**config.mk**
```make
export PLATFORM = sky130hd
export DESIGN_NAME = fetch_prefetch_queue_flat
export DESIGN_NICKNAME = d
export VERILOG_FILES = /design/src/rtl/fetch_prefetch_queue_if.sv /design/src/rtl/fetch_prefetch_queue.sv /design/src/flat_wrapper.sv
export SDC_FILE = /design/constraint.sdc
export NUM_CORES = 1
export LEC_CHECK = 0
export BUFFER_PORTS_ARGS = -buffer_cell sky130_fd_sc_hd__clkbuf_2
export CAP_MARGIN = 10
export CORE_ASPECT_RATIO = 1.4
export CORE_MARGIN = 2
export CORE_UTILIZATION = 45
export CTS_BUF_LIST = sky130_fd_sc_hd__clkbuf_4 sky130_fd_sc_hd__clkbuf_8
export DETAILED_ROUTE_END_ITERATION = 7
export PLACE_DENSITY = 0.66
export SLEW_MARGIN = 30
export SYNTH_ARGS = -nofsm -noshare
export SYNTH_HDL_FRONTEND = slang
export SYNTH_SLANG_ARGS = --single-unit
```
**constraint.sdc**
```tcl
create_clock -name clk_i -period 3.29 [get_ports clk_i]
set_clock_uncertainty 0.2 [all_clocks]
set_input_delay 0.329 -clock clk_i [delete_from_list [all_inputs] [get_ports clk_i]]
set_output_delay 0.329 -clock clk_i [all_outputs]
set_load 0.005 [all_outputs]
```
**src/rtl/fetch_prefetch_queue_if.sv**
```systemverilog
// Instruction-memory fetch port.
//   req    fetch request valid, held with addr until gnt
//   addr   word-aligned fetch address
//   gnt    request accepted this cycle
//   rvalid response valid; responses return in request order
//   rdata  response instruction word
// master = fetch unit side, slave = instruction memory side.
interface fetch_prefetch_queue_if;
    logic        req;
    logic [31:0] addr;
    logic        gnt;
    logic        rvalid;
    logic [31:0] rdata;

    modport master (output req, addr, input gnt, rvalid, rdata);
    modport slave  (input req, addr, output gnt, rvalid, rdata);
endinterface

```
**src/rtl/fetch_prefetch_queue.sv**
```systemverilog
// Instruction prefetch stage feeding decode. Issues in-order word fetches
// over the imem port, buffers returned words with their PCs in a DEPTH-entry
// FIFO and presents the head to decode. A taken branch flushes the FIFO,
// redirects fetch and drops every response still in flight.
// Ports:
//   clk_i, rstn_i        clock, asynchronous active-low reset
//   taken_branch_i       flush + redirect to new_pc_i (low two bits ignored)
//   stall_i              decode cannot accept; head is held
//   imem                 fetch request/response port (master side)
//   valid_o/pc_o/instr_o FIFO head; pc_o=0 and instr_o=NOP_INSTR when empty
module fetch_prefetch_queue #(
    parameter int unsigned DEPTH     = 4,
    parameter logic [31:0] RESET_PC  = 32'h0000_0000,
    parameter logic [31:0] NOP_INSTR = 32'h0000_0013
) (
    input  logic                          clk_i,
    input  logic                          rstn_i,
    input  logic                          taken_branch_i,
    input  logic [31:0]                   new_pc_i,
    input  logic                          stall_i,
    fetch_prefetch_queue_if.master        imem,
    output logic                          valid_o,
    output logic [31:0]                   pc_o,
    output logic [31:0]                   instr_o
);
    localparam int CW = $clog2(DEPTH + 1);
    localparam int PW = $clog2(DEPTH);

    logic [31:0]   fetch_pc_q, fetch_pc_d;
    logic [31:0]   rsp_pc_q, rsp_pc_d;
    logic [31:0]   addr_q, addr_d;
    logic          req_q, req_d;
    // stale: the pending request was issued before a flush; its response
    // must be dropped and it must not advance fetch_pc when granted
    logic          stale_q, stale_d;
    logic [CW-1:0] cnt_q, cnt_d;
    logic [CW-1:0] out_q, out_d;
    logic [CW-1:0] disc_q, disc_d;
    logic [PW-1:0] wr_ptr_q, rd_ptr_q;
    logic [31:0]   mem_pc_q    [DEPTH];
    logic [31:0]   mem_instr_q [DEPTH];

    logic        flush, gnt, rv, drop, push, pop, pending;
    logic [31:0] target;
    logic [CW:0] occ_d;

    assign flush   = taken_branch_i;
    assign target  = new_pc_i & 32'hFFFF_FFFC;
    assign gnt     = req_q & imem.gnt;
    // a response with nothing outstanding is ignored (flagged below)
    assign rv      = imem.rvalid & (out_q != '0);
    assign drop    = rv & (disc_q != '0);
    assign push    = rv & ~drop & ~flush;
    assign pop     = valid_o & ~stall_i & ~flush;
    assign pending = req_q & ~imem.gnt;

    assign valid_o   = (cnt_q != '0);
    assign pc_o      = valid_o ? mem_pc_q[rd_ptr_q] : 32'h0;
    assign instr_o   = valid_o ? mem_instr_q[rd_ptr_q] : NOP_INSTR;
    assign imem.req  = req_q;
    assign imem.addr = addr_q;

    always_comb begin
        out_d = out_q + CW'(gnt) - CW'(rv);

        cnt_d = cnt_q;
        if (flush)             cnt_d = '0;
        else if (push && !pop) cnt_d = cnt_q + CW'(1);
        else if (pop && !push) cnt_d = cnt_q - CW'(1);

        // on flush everything still in flight (incl. a grant this cycle)
        // becomes garbage; a stale request granted later is added then
        if (flush) disc_d = out_d;
        else       disc_d = disc_q - CW'(drop) + CW'(gnt & stale_q);

        if (flush)    stale_d = pending;
        else if (gnt) stale_d = 1'b0;
        else          stale_d = stale_q;

        if (flush)                fetch_pc_d = target;
        else if (gnt && !stale_q) fetch_pc_d = fetch_pc_q + 32'd4;
        else                      fetch_pc_d = fetch_pc_q;

        if (flush)     rsp_pc_d = target;
        else if (push) rsp_pc_d = rsp_pc_q + 32'd4;
        else           rsp_pc_d = rsp_pc_q;

        // credit: every outstanding fetch has a FIFO slot reserved
        occ_d  = {1'b0, cnt_d} + {1'b0, out_d};
        req_d  = pending | (occ_d < (CW+1)'(DEPTH));
        addr_d = pending ? addr_q : fetch_pc_d;
    end

    always_ff @(posedge clk_i or negedge rstn_i) begin
        if (!rstn_i) begin
            fetch_pc_q <= RESET_PC;
            rsp_pc_q   <= RESET_PC;
            addr_q     <= RESET_PC;
            req_q      <= 1'b0;
            stale_q    <= 1'b0;
            cnt_q      <= '0;
            out_q      <= '0;
            disc_q     <= '0;
            wr_ptr_q   <= '0;
            rd_ptr_q   <= '0;
        end else begin
            fetch_pc_q <= fetch_pc_d;
            rsp_pc_q   <= rsp_pc_d;
            addr_q     <= addr_d;
            req_q      <= req_d;
            stale_q    <= stale_d;
            cnt_q      <= cnt_d;
            out_q      <= out_d;
            disc_q     <= disc_d;
            if (flush) begin
                wr_ptr_q <= '0;
                rd_ptr_q <= '0;
            end else begin
                if (push) wr_ptr_q <= wr_ptr_q + PW'(1);
                if (pop)  rd_ptr_q <= rd_ptr_q + PW'(1);
            end
        end
    end

    // storage needs no reset: only entries below cnt_q are ever read
    always_ff @(posedge clk_i) begin
        if (push) begin
            mem_pc_q[wr_ptr_q]    <= rsp_pc_q;
            mem_instr_q[wr_ptr_q] <= imem.rdata;
        end
    end

    a_no_spurious_rvalid: assert property (@(posedge clk_i) disable iff (!rstn_i)
        imem.rvalid |-> (out_q != '0));
    a_cnt_bound: assert property (@(posedge clk_i) disable iff (!rstn_i)
        cnt_q <= CW'(DEPTH));
    a_addr_aligned: assert property (@(posedge clk_i) disable iff (!rstn_i)
        imem.addr[1:0] == 2'b00);
endmodule

```
**src/flat_wrapper.sv**
```systemverilog
// flat-port wrapper written by rule: the top's interface ports become plain ports
module fetch_prefetch_queue_flat 
#(
    parameter int unsigned DEPTH     = 4,
    parameter logic [31:0] RESET_PC  = 32'h0000_0000,
    parameter logic [31:0] NOP_INSTR = 32'h0000_0013
)
  (clk_i, rstn_i, taken_branch_i, new_pc_i, stall_i, valid_o, pc_o, instr_o, imem_req, imem_addr, imem_gnt, imem_rvalid, imem_rdata);
  fetch_prefetch_queue_if imem_i ();
  input  logic clk_i;
  input  logic rstn_i;
  input  logic taken_branch_i;
  input  logic [31:0] new_pc_i;
  input  logic stall_i;
  output logic valid_o;
  output logic [31:0] pc_o;
  output logic [31:0] instr_o;
  output wire logic [$bits(imem_i.req)-1:0] imem_req;
  output wire logic [$bits(imem_i.addr)-1:0] imem_addr;
  input wire logic [$bits(imem_i.gnt)-1:0] imem_gnt;
  input wire logic [$bits(imem_i.rvalid)-1:0] imem_rvalid;
  input wire logic [$bits(imem_i.rdata)-1:0] imem_rdata;
  assign imem_req = imem_i.req;
  assign imem_addr = imem_i.addr;
  assign imem_i.gnt = imem_gnt;
  assign imem_i.rvalid = imem_rvalid;
  assign imem_i.rdata = imem_rdata;
  fetch_prefetch_queue #(.DEPTH(DEPTH), .RESET_PC(RESET_PC), .NOP_INSTR(NOP_INSTR)) u_core (.clk_i(clk_i), .rstn_i(rstn_i), .taken_branch_i(taken_branch_i), .new_pc_i(new_pc_i), .stall_i(stall_i), .imem(imem_i), .valid_o(valid_o), .pc_o(pc_o), .instr_o(instr_o));
endmodule
```
Yosys cells after proc, flatten, opt, wreduce, memory -nomap -nowiden
Memories as Yosys holds them, arrays and structs flattened. Index checks and enable logic that the tools add are counted.

Add/sub/neg operators: 11. Bitwise logic cells: 14. Magnitude comparators: 1. Multiplexer cells: 18. Reduce and logical (&&, ||, !) cells: 12.

Operator list (number): $mux W32 (6); $add A32 B3 Y32 const B (2); $mux W3 (4); $and A1 B1 Y1 (9); $reduce_bool A3 Y1 (3); $mux W2 (4); $reduce_bool A2 Y1 (3); $sub A3 B1 Y3 (2); $add A2 B1 Y2 const B (2); $add A3 B3 Y4 (1); $lt A4 B3 Y1 const B (1); $mux W1 (4); $not A1 Y1 (4); $add A3 B1 Y3 (1); $add A3 B1 Y3 const B (1); $add A3 B3 Y3 (1); $logic_and A1 B1 Y1 (3); $logic_not A1 Y1 (3); $sub A3 B1 Y3 const B (1); $or A1 B1 Y1 (1).

Memories kept: 2. Word-level logic and storage cells: 68. Flip-flop bits (word level): 111. RAM bits: 256.

Memory list: u_core.mem_instr_q (words 4, width 32, rd ports 1, clocked after memory_dff 0, write ports 1, line fetch_prefetch_queue.sv:41) `logic [31:0] mem_instr_q [DEPTH];`; u_core.mem_pc_q (words 4, width 32, rd ports 1, clocked after memory_dff 0, write ports 1, line fetch_prefetch_queue.sv:40) `logic [31:0] mem_pc_q [DEPTH];`.

Longest topological paths before layout
Gate-level depths: netlist of run 1.

Depth after elaboration: 14. Mapped depth: 12.

Worst setup path before layout of run 1
No wires, ideal clock.

Kind: register to register. Start: register u_core.disc_q[1]. End: memory u_core.mem_instr_q[0][0] (enable). Clock period less this slack: 3.477 ns. Setup slack: -0.187 ns. Setup time: 0.427 ns. Data arrival time: 2.850 ns. Data required time: 2.663 ns. Cell stages (with the launch flop): 6. Path through: dfrtp_1 > or3_1 > buf_6 > nor2_1 > clkbuf_1 > and3_1.

Word-level cells in the longest chain between the ends: 7.

RTL lines: start: declaration (line fetch_prefetch_queue.sv:38) `logic [CW-1:0] disc_q, disc_d;`; start signal: assignment (line fetch_prefetch_queue.sv:114) `disc_q <= disc_d;`; $reduce_bool A3 Y1 (line fetch_prefetch_queue.sv:52) `assign drop = rv & (disc_q != '0);`; $and A1 B1 Y1 (line fetch_prefetch_queue.sv:52); $not A1 Y1 (line fetch_prefetch_queue.sv:53) `assign push = rv & ~drop & ~flush;`; $and A1 B1 Y1 (2 in series) (line fetch_prefetch_queue.sv:53); $mux W1 (line fetch_prefetch_queue.sv:127) `if (push) begin`; $mux W1 (implied by the code) (line fetch_prefetch_queue.sv:129) `mem_instr_q[wr_ptr_q] <= imem.rdata;`; end: declaration (line fetch_prefetch_queue.sv:41).

Every way passes these cells.

Worst setup path after layout of run 1
Start: register u_core.cnt_q[1]. End: output pc_o[17].

Word-level cells in the longest chain between the ends: 2.

RTL lines: start: declaration (line fetch_prefetch_queue.sv:36) `logic [CW-1:0] cnt_q, cnt_d;`; start signal: assignment (line fetch_prefetch_queue.sv:112) `cnt_q <= cnt_d;`; $reduce_bool A3 Y1 (line fetch_prefetch_queue.sv:57) `assign valid_o = (cnt_q != '0);`; $mux W32 (line fetch_prefetch_queue.sv:58) `assign pc_o = valid_o ? mem_pc_q[rd_ptr_q] : 32'h0;`; end: declaration (line flat_wrapper.sv:16) `output logic [31:0] pc_o;`.

Every way passes these cells.

==> metrics.yaml, run 1 <==
htreeDepth: 2
power_frac_clock_pct: 29.8
worstPathRequired_ns: 2.76
io_buffers: 163
cts_resized: 0
finalMaxSlewViolations: 0
track_usage_pct: 18.3
start_util_pct: 45.6
drt-met1-wl_um: 13100
fmax_ghz: 0.331
synthesis.area_um2: 15100
clk_latency_ns: 0.58
wl_um: 31800
viasPerCell: 5.26
overflow: 0
cellPowerDensity_nw_per_um2: 674
r2r_cells: 12
seqPwrFrac_pct: 44.9
nets: 1343
total_power_w: 0.0124
fp.dieW_um: 159
ys.flop_type: "edfxtp_1"
fin_cells: 1740
drt_iter0_drc: 468
cpMaxStageDelayCell: "nor2b_1"
wl_met3_um: 1460
combPwrFrac_pct: 25.3
first_global_vias: 9556
final-setup-viol-count: 0
setup_tns_ns: 0
yosysWarnings: 0
cts_setup_buffers: 0
cts_tree: "built"
grt_start_max_net_pins: 70
clk_pin_slew_ns: 0.06
wl_met2_um: 16500
path_cells: "inv_1, ha_1, nor2b_1, inv_1, buf_4, and2_1, clkbuf_2"
antenna_found_initial: 0
post_drt_wl_per_cell_um: 18.3
post_route_cells_drive_above_1_share_pct: 29.3
ys_seq_area_share_pct: 67.2
worst_slew_pin_slew_ns: 0.737
finalCriticalPeriod_ns: 3.02
p_leak_nw: 6.81
synth_edf_count: 248
fp-row-count: 79
rsz0062_at_grt: "no"
clock-sinks: 357
top_layer_used: "met4"
hpwl_um: 19800
routabilityCongestion: 0.872
cts_made_buffers: 53
swShare_pct: 28.7
ir_drop_mv: 0.403
outcome: "completed"
whs_ns: 0.0729
synth_cell_types: 60
start_kind: "register"
final_cell_mix: "edfxtp_1 (248), clkbuf_2 (162), dfrtp_1 (107), nor2_1 (70), dlygate4sd3_1 (65)"
clockBufferDepth: 3
intPower_w: 0.00883
dieHeight_um: 221
ant_nets: 0
max_cap_violations: 0
grt_pass1_wl_um: 50500
ios: 168
vias: 9159
hold_violations: 0
fin_crit_sh_pct: 91.7
worstSetupPathType: "register to output port"
ys_seq_elements: 357
syn_inst: 992
slew_headroom_pct: 50.4
crit_top_cell: "inv_1"
die-area_um2: 35100
critPathMaxStageDelay_ns: 0.48
core_area_um2: 33200
syn_to_final_growth_pct: 21.4
arrival_ns: 2.49
final_common_cell: "edfxtp_1"
worstSetupEndpointType: "output port"
dr.pass1.iters: 5
hold_class: "primary input to async pin"
crit_fanout: 41
syn_area_per_cell_um2: 15.3
dp_cells: 1581
antenna_cells: 0
switching_power_w: 0.00355
root_buffer: "clkbuf_8"
drcViolationCount: 0
synth-async-reset-ratio_pct: 30.5
## repair_timing
item	in CTS	in global routing
hold buffers	65	0
setup endpoints to repair	0	0
hold endpoints to repair	253	0
## area by class of cell
cell class / count / area [um2]
clock buffers: 76 / 946
clock inverters: 18 / 159
multi-input cells: 567 / 4690
flip-flops and latches: 357 / 10200
repair buffers: 254 / 1760
fillers: 2744 / 14800
well taps: 445 / 557
inverters: 23 / 86.3
## registers in the layout, summed over array words and instances (netlist names), 2 cells and up
name,flops
u_core.imem.addr,32
u_core.mem_pc_q,120
u_core.wr_ptr_q,2
u_core.mem_instr_q,128
u_core.cnt_q,3
u_core.rsp_pc_q,30
u_core.out_q,3
u_core.fetch_pc_q,32
u_core.disc_q,3
u_core.rd_ptr_q,2
## critical path, delay by kind of cell, from the launching register on
family | cells | cell delay [ns]
buffers and inverters | 4 | 0.63
flip-flops | 1 | 0.39
AND/OR/NAND/NOR | 2 | 0.72
adder cells (fa/ha/maj) | 1 | 0.14
## cell usage after synthesis, types with 13 or more instances
cell type / count / area, um2
edfxtp_1: 248 / 7450
xnor2_1: 24 / 210
dfrtp_1: 109 / 2730
mux4_2: 62 / 1400
xor2_1: 23 / 201
nor3_1: 15 / 75.1
a21oi_1: 36 / 180
nor2_1: 70 / 263
nand3_1: 22 / 110
and3_1: 13 / 81.3
nand2_1: 57 / 214
clkbuf_1: 31 / 116
inv_1: 22 / 82.6
and2_1: 62 / 388
mux2_2: 17 / 191
nand4_1: 24 / 150
ha_1: 15 / 188
## cells by family after synthesis
logic type,Yosys count,share of synthesized area [%]
AND/OR/NAND/NOR,313,11.4
other,1,0.0248
XOR/XNOR,47,2.72
adder cells (fa/ha/maj),17,1.50
buffers and inverters,69,1.87
flip-flops,357,67.2
multiplexers,84,10.8
AO/OA/AOI/OAI,104,4.44
## per-layer routing
| layer | track usage, % | vias to the layer above |
|---|---|---|
| met1 | 22.6 | 4573 |
| met2 | 32.8 | 240 |
| met5 | 0 | - |
| li1 | - | 4290 |
| met4 | 6.10 | 0 |
| met3 | 3.13 | 56 |
## power groups by stage
stage | logic [W] | clock network, W | registers [W]
final | 0.00313 | 0.00369 | 0.00556
after global routing | 0.00349 | 0.00401 | 0.00561
after floorplan | 0.00196 | 0 | 0.00552
after CTS | 0.00322 | 0.00383 | 0.00556
after global placement | 0.00311 | 0 | 0.00562
after detailed placement | 0.00315 | 0 | 0.00564
## path summary, 6_finish.rpt
kind / end / slack, ns / startpoint
max: pc_o[17] / 0.27 / u_core.cnt_q[1]
min: u_core.fetch_pc_q[2] / 0.07 / rstn_i
max reg2reg: u_core.imem.req / 0.38 / u_core.out_q[1]
min reg2reg: u_core.imem.addr[5] / 0.28 / u_core.imem.addr[5]
max in group asynchronous: u_core.rsp_pc_q[27] / 2.05 / rstn_i
min in group clk_i: u_core.rsp_pc_q[8] / 0.13 / taken_branch_i
## metrics by stage
stage | util [%] | cell area (um2) | setup WS (ns)
6_report | 55.3 | 18400 | 0.273
5_1_grt | 55.3 | 18400 | 0.0200
4_1_cts | 55.3 | 18400 | 0.192
3_5_place_dp | 50.1 | 16600 | 0.379
3_3_place_gp | 50.1 | 16600 | 0.386
2_1_floorplan | - | 15100 | 0.118
No activity file was read; power rests on OpenSTA's default activity.
==> run 2, diff against run 1 <==
--- a/config.mk
+++ b/config.mk
@@ -5,10 +5,10 @@
 export SDC_FILE = /design/constraint.sdc
 export NUM_CORES = 1
 export LEC_CHECK = 0
+export ABC_AREA = 1
 export BUFFER_PORTS_ARGS = -buffer_cell sky130_fd_sc_hd__clkbuf_2
 export CAP_MARGIN = 10
 export CORE_ASPECT_RATIO = 1.4
-export CORE_MARGIN = 2
 export CORE_UTILIZATION = 45
 export CTS_BUF_LIST = sky130_fd_sc_hd__clkbuf_4 sky130_fd_sc_hd__clkbuf_8
 export DETAILED_ROUTE_END_ITERATION = 7
==> metrics.yaml, run 2 <==
outcome: "completed"
routabilityCongestion: 0.871  # -0.15%
synth_cell_types: 40  # -33%
finalCriticalPeriod_ns: 3.12  # +0.104 ns
yosys-top-cells-count: "nor2_1 (321), nand2_1 (291), edfxtp_1 (248)"
core_area_um2: 34200  # +3.1%
ir_drop_mv: 0.414  # +2.7%
synth_edf_count: 248  # unchanged
synth_area_leaders: "edfxtp_1 (47%), dfrtp_1 (17%), nor2_1 (7.7%), nand2_1 (7.0%), o21ai_0 (4.7%)"
power_frac_clock_pct: 31.7  # +1.9 points
syn_inst: 1568  # +58%
die-area_um2: 35600  # +1.4%
arrival_ns: 2.59  # +0.10 ns
combPwrFrac_pct: 22.4  # -2.9 points
yosysWarnings: 0  # unchanged
antenna_cells: 0  # unchanged
vias: 11800  # +28%
dr.pass1.iters: 5  # unchanged
ys_seq_area_share_pct: 64.9  # -2.4 points
nets: 1898  # +41%
rsz0062_at_grt: "no"
io_buffers: 163  # unchanged
crit_top_cell: "buf_4"
dieHeight_um: 223  # +0.87%
final_cell_mix: "nor2_1 (316), nand2_1 (291), edfxtp_1 (248), clkbuf_2 (162), o21ai_0 (148)"
syn_area_per_cell_um2: 10.0  # -34%
regMostFlops: "u_core.mem_instr_q"
total_power_w: 0.0123  # -0.70%
nFillCells: 3020  # +10%
crit_fanout: 59  # +44%
ys.flop_type: "edfxtp_1"
fmax_ghz: 0.320  # -3.3%
worstPathRequired_ns: 2.76  # about the same
hold_violations: 0  # unchanged
hold_class: "primary input to async pin"
antenna_found_initial: 0  # unchanged
cts_made_buffers: 52  # -1.9%
reg_top3: "u_core.mem_instr_q x128, u_core.mem_pc_q x120"
path_cells: "inv_1, ha_1, nand2_1, buf_4, inv_2, buf_4, a21oi_1, clkbuf_2"
register_area_um2: 10200  # unchanged
cts_hold_buf: 66  # +1.5%
fp-row-count: 80  # +1.3%
track_usage_pct: 21.1  # +2.8 points
synth_top_cell_area_share_pct: 47.5  # -1.7 points
cpMaxStageDelayCell: "buf_4"
viasPerCell: 5.10  # -3.1%
slew_headroom_pct: 46.1  # -4.4 points
clockBufferDepth: 3  # unchanged
p_leak_nw: 7.77  # +14%
fin_crit_sh_pct: 94.9  # +3.2 points
start_kind: "register"
cellPowerDensity_nw_per_um2: 650  # -3.6%
swShare_pct: 31.0  # +2.4 points
finalMaxSlewViolations: 0  # unchanged
switching_power_w: 0.00382  # +7.5%
clock-sinks: 357  # unchanged
grt_start_max_net_pins: 126  # +80%
post_drt_wl_per_cell_um: 16.1  # -12%
max_cap_violations: 0  # unchanged
critical_path_buf_inv_count: 5  # +1
worst_slew_pin_slew_ns: 0.809  # +0.0721 ns
root_buffer: "clkbuf_8"
cts_resized: 0  # unchanged
post_route_cells_drive_above_1_share_pct: 16.8  # -12 points
final-setup-viol-count: 0  # unchanged
fp.dieW_um: 160  # +0.50%
hpwl_um: 23300  # +18%
syn_to_final_growth_pct: 20.7
final_common_cell: "nor2_1"
first_global_vias: 11500  # +21%
worstSetupPathType: "register to output port"
drcViolationCount: 0  # unchanged
multi_input_area_um2: 4860  # +3.7%
ios: 168  # unchanged
clk_latency_ns: 0.60  # +0.02 ns
largest_register_ffs: 128  # unchanged
clk_pin_slew_ns: 0.07  # about the same
cts_tree: "built"
yosysMostFrequentCell: "nor2_1"
cts_setup_buffers: 0  # unchanged
setup_tns_ns: 0  # unchanged
seqPwrFrac_pct: 46.0  # +1.1 points
intPower_w: 0.00848  # -4.0%
wl_um: 37100  # +17%
start_util_pct: 45.8  # +0.25 points
ant_nets: 0  # unchanged
htreeDepth: 2  # unchanged
drt_iter0_drc: 675  # +44%
grt_pass1_wl_um: 59100  # +17%
overflow: 0  # unchanged
path_delay_family: "buffers and inverters"
critPathMaxStageDelay_ns: 0.62  # +0.14 ns
synth-async-reset-ratio_pct: 30.5  # unchanged
yosysTopAreaCell: "edfxtp_1"
synthesis.area_um2: 15700  # +3.6%
ys_seq_elements: 357  # unchanged
worstSetupEndpointType: "output port"
-- run 2: cell count changes after synthesis, moves of 10 or more --
cell,before,now
nor2b_1,10,0
xnor2_1,24,9
mux2_2,17,0
nor2_1,70,321
mux4_2,62,0
and3_1,13,1
inv_1,22,96
nand3_1,22,69
a21oi_1,36,66
o21ai_0,12,148
clkbuf_1,31,49
and2_1,62,0
nand2_1,57,291
-- run 2: routing by layer --
metal | GRT usage (%) | part of all wire [%] | vias to the layer above
met5 | 0 | 0 | -
met4 | 8.23 | 3.3 | 0
met3 | 2.97 | 4.2 | 79
met2 | 37.7 | 50 | 298
met1 | 25.7 | 43 | 5600
li1 | - | - | 5780
-- run 2: worst paths after layout --
kind,startpoint,endpoint,slack (ns),cells after the start
worst max-delay path,u_core.cnt_q[0],pc_o[29],0.17,8
worst min-delay path,rstn_i,u_core.imem.addr[30],0.14,2
worst max register to register,u_core.out_q[1],u_core.imem.req,0.33,15
worst min register to register,u_core.imem.addr[5],u_core.imem.addr[5],0.28,2
max in group asynchronous,rstn_i,u_core.imem.req,2.05,3
min in group clk_i,imem_rvalid,u_core.rsp_pc_q[17],0.14,6
-- run 2: cells by family after synthesis --
logic type | synth area share [%]
buf+inv | 4.36
compound gates | 8.43
other cells | 0.0239
fa+ha+maj | 1.45
flops | 64.9
simple gates | 19.5
xor+xnor | 1.40
-- run 2: worst reg2reg max path: stages, from the launching register on --
cell and delay (ns):
dfrtp_1 0.42, nor2_1 0.13, nand2_1 0.07, nand2_1 0.12, inv_1 0.06, ha_1 0.26
inv_1 0.05, ha_1 0.13, inv_1 0.04, fa_1 0.37, xnor2_1 0.14, xnor2_1 0.28
ha_1 0.29, nor3_1 0.20, nand2_1 0.07, nand2_1 0.06
-- run 2: per-stage QoR --
step / cells / utilization, % / setup WS, ns / hold slack (ns) / area [um2]
after floorplan: 1569 / - / -0.106 / -0.167 / 15700
after global placement: 2142 / 50.0 / 0.369 / 0.226 / 17100
after detailed placement: 2142 / 50.0 / 0.367 / 0.226 / 17100
after CTS: 2305 / 55.3 / 0.121 / 0.0922 / 18900
after global routing: 2305 / 55.3 / 0.0199 / 0.145 / 18900
final: 2305 / 55.3 / 0.169 / 0.138 / 18900
-- run 2: power groups by stage --
stage                     clock network, W  registers, W  logic (W)
after global placement                   0       0.00572    0.00267
after global routing               0.00417       0.00570    0.00312
after floorplan                          0       0.00564    0.00165
after detailed placement                 0       0.00574    0.00271
final                              0.00390       0.00565    0.00275
after CTS                          0.00400       0.00565    0.00280
-- run 2: layout make-up --
cell class	instances	share of cell area [%]
clock buffer	69	4.55
tap	451	2.98
multi-input combinational	1039	25.7
inverter	103	2.04
sequential	357	53.8
clock inverter	28	1.59
timing repair buffer	258	9.36
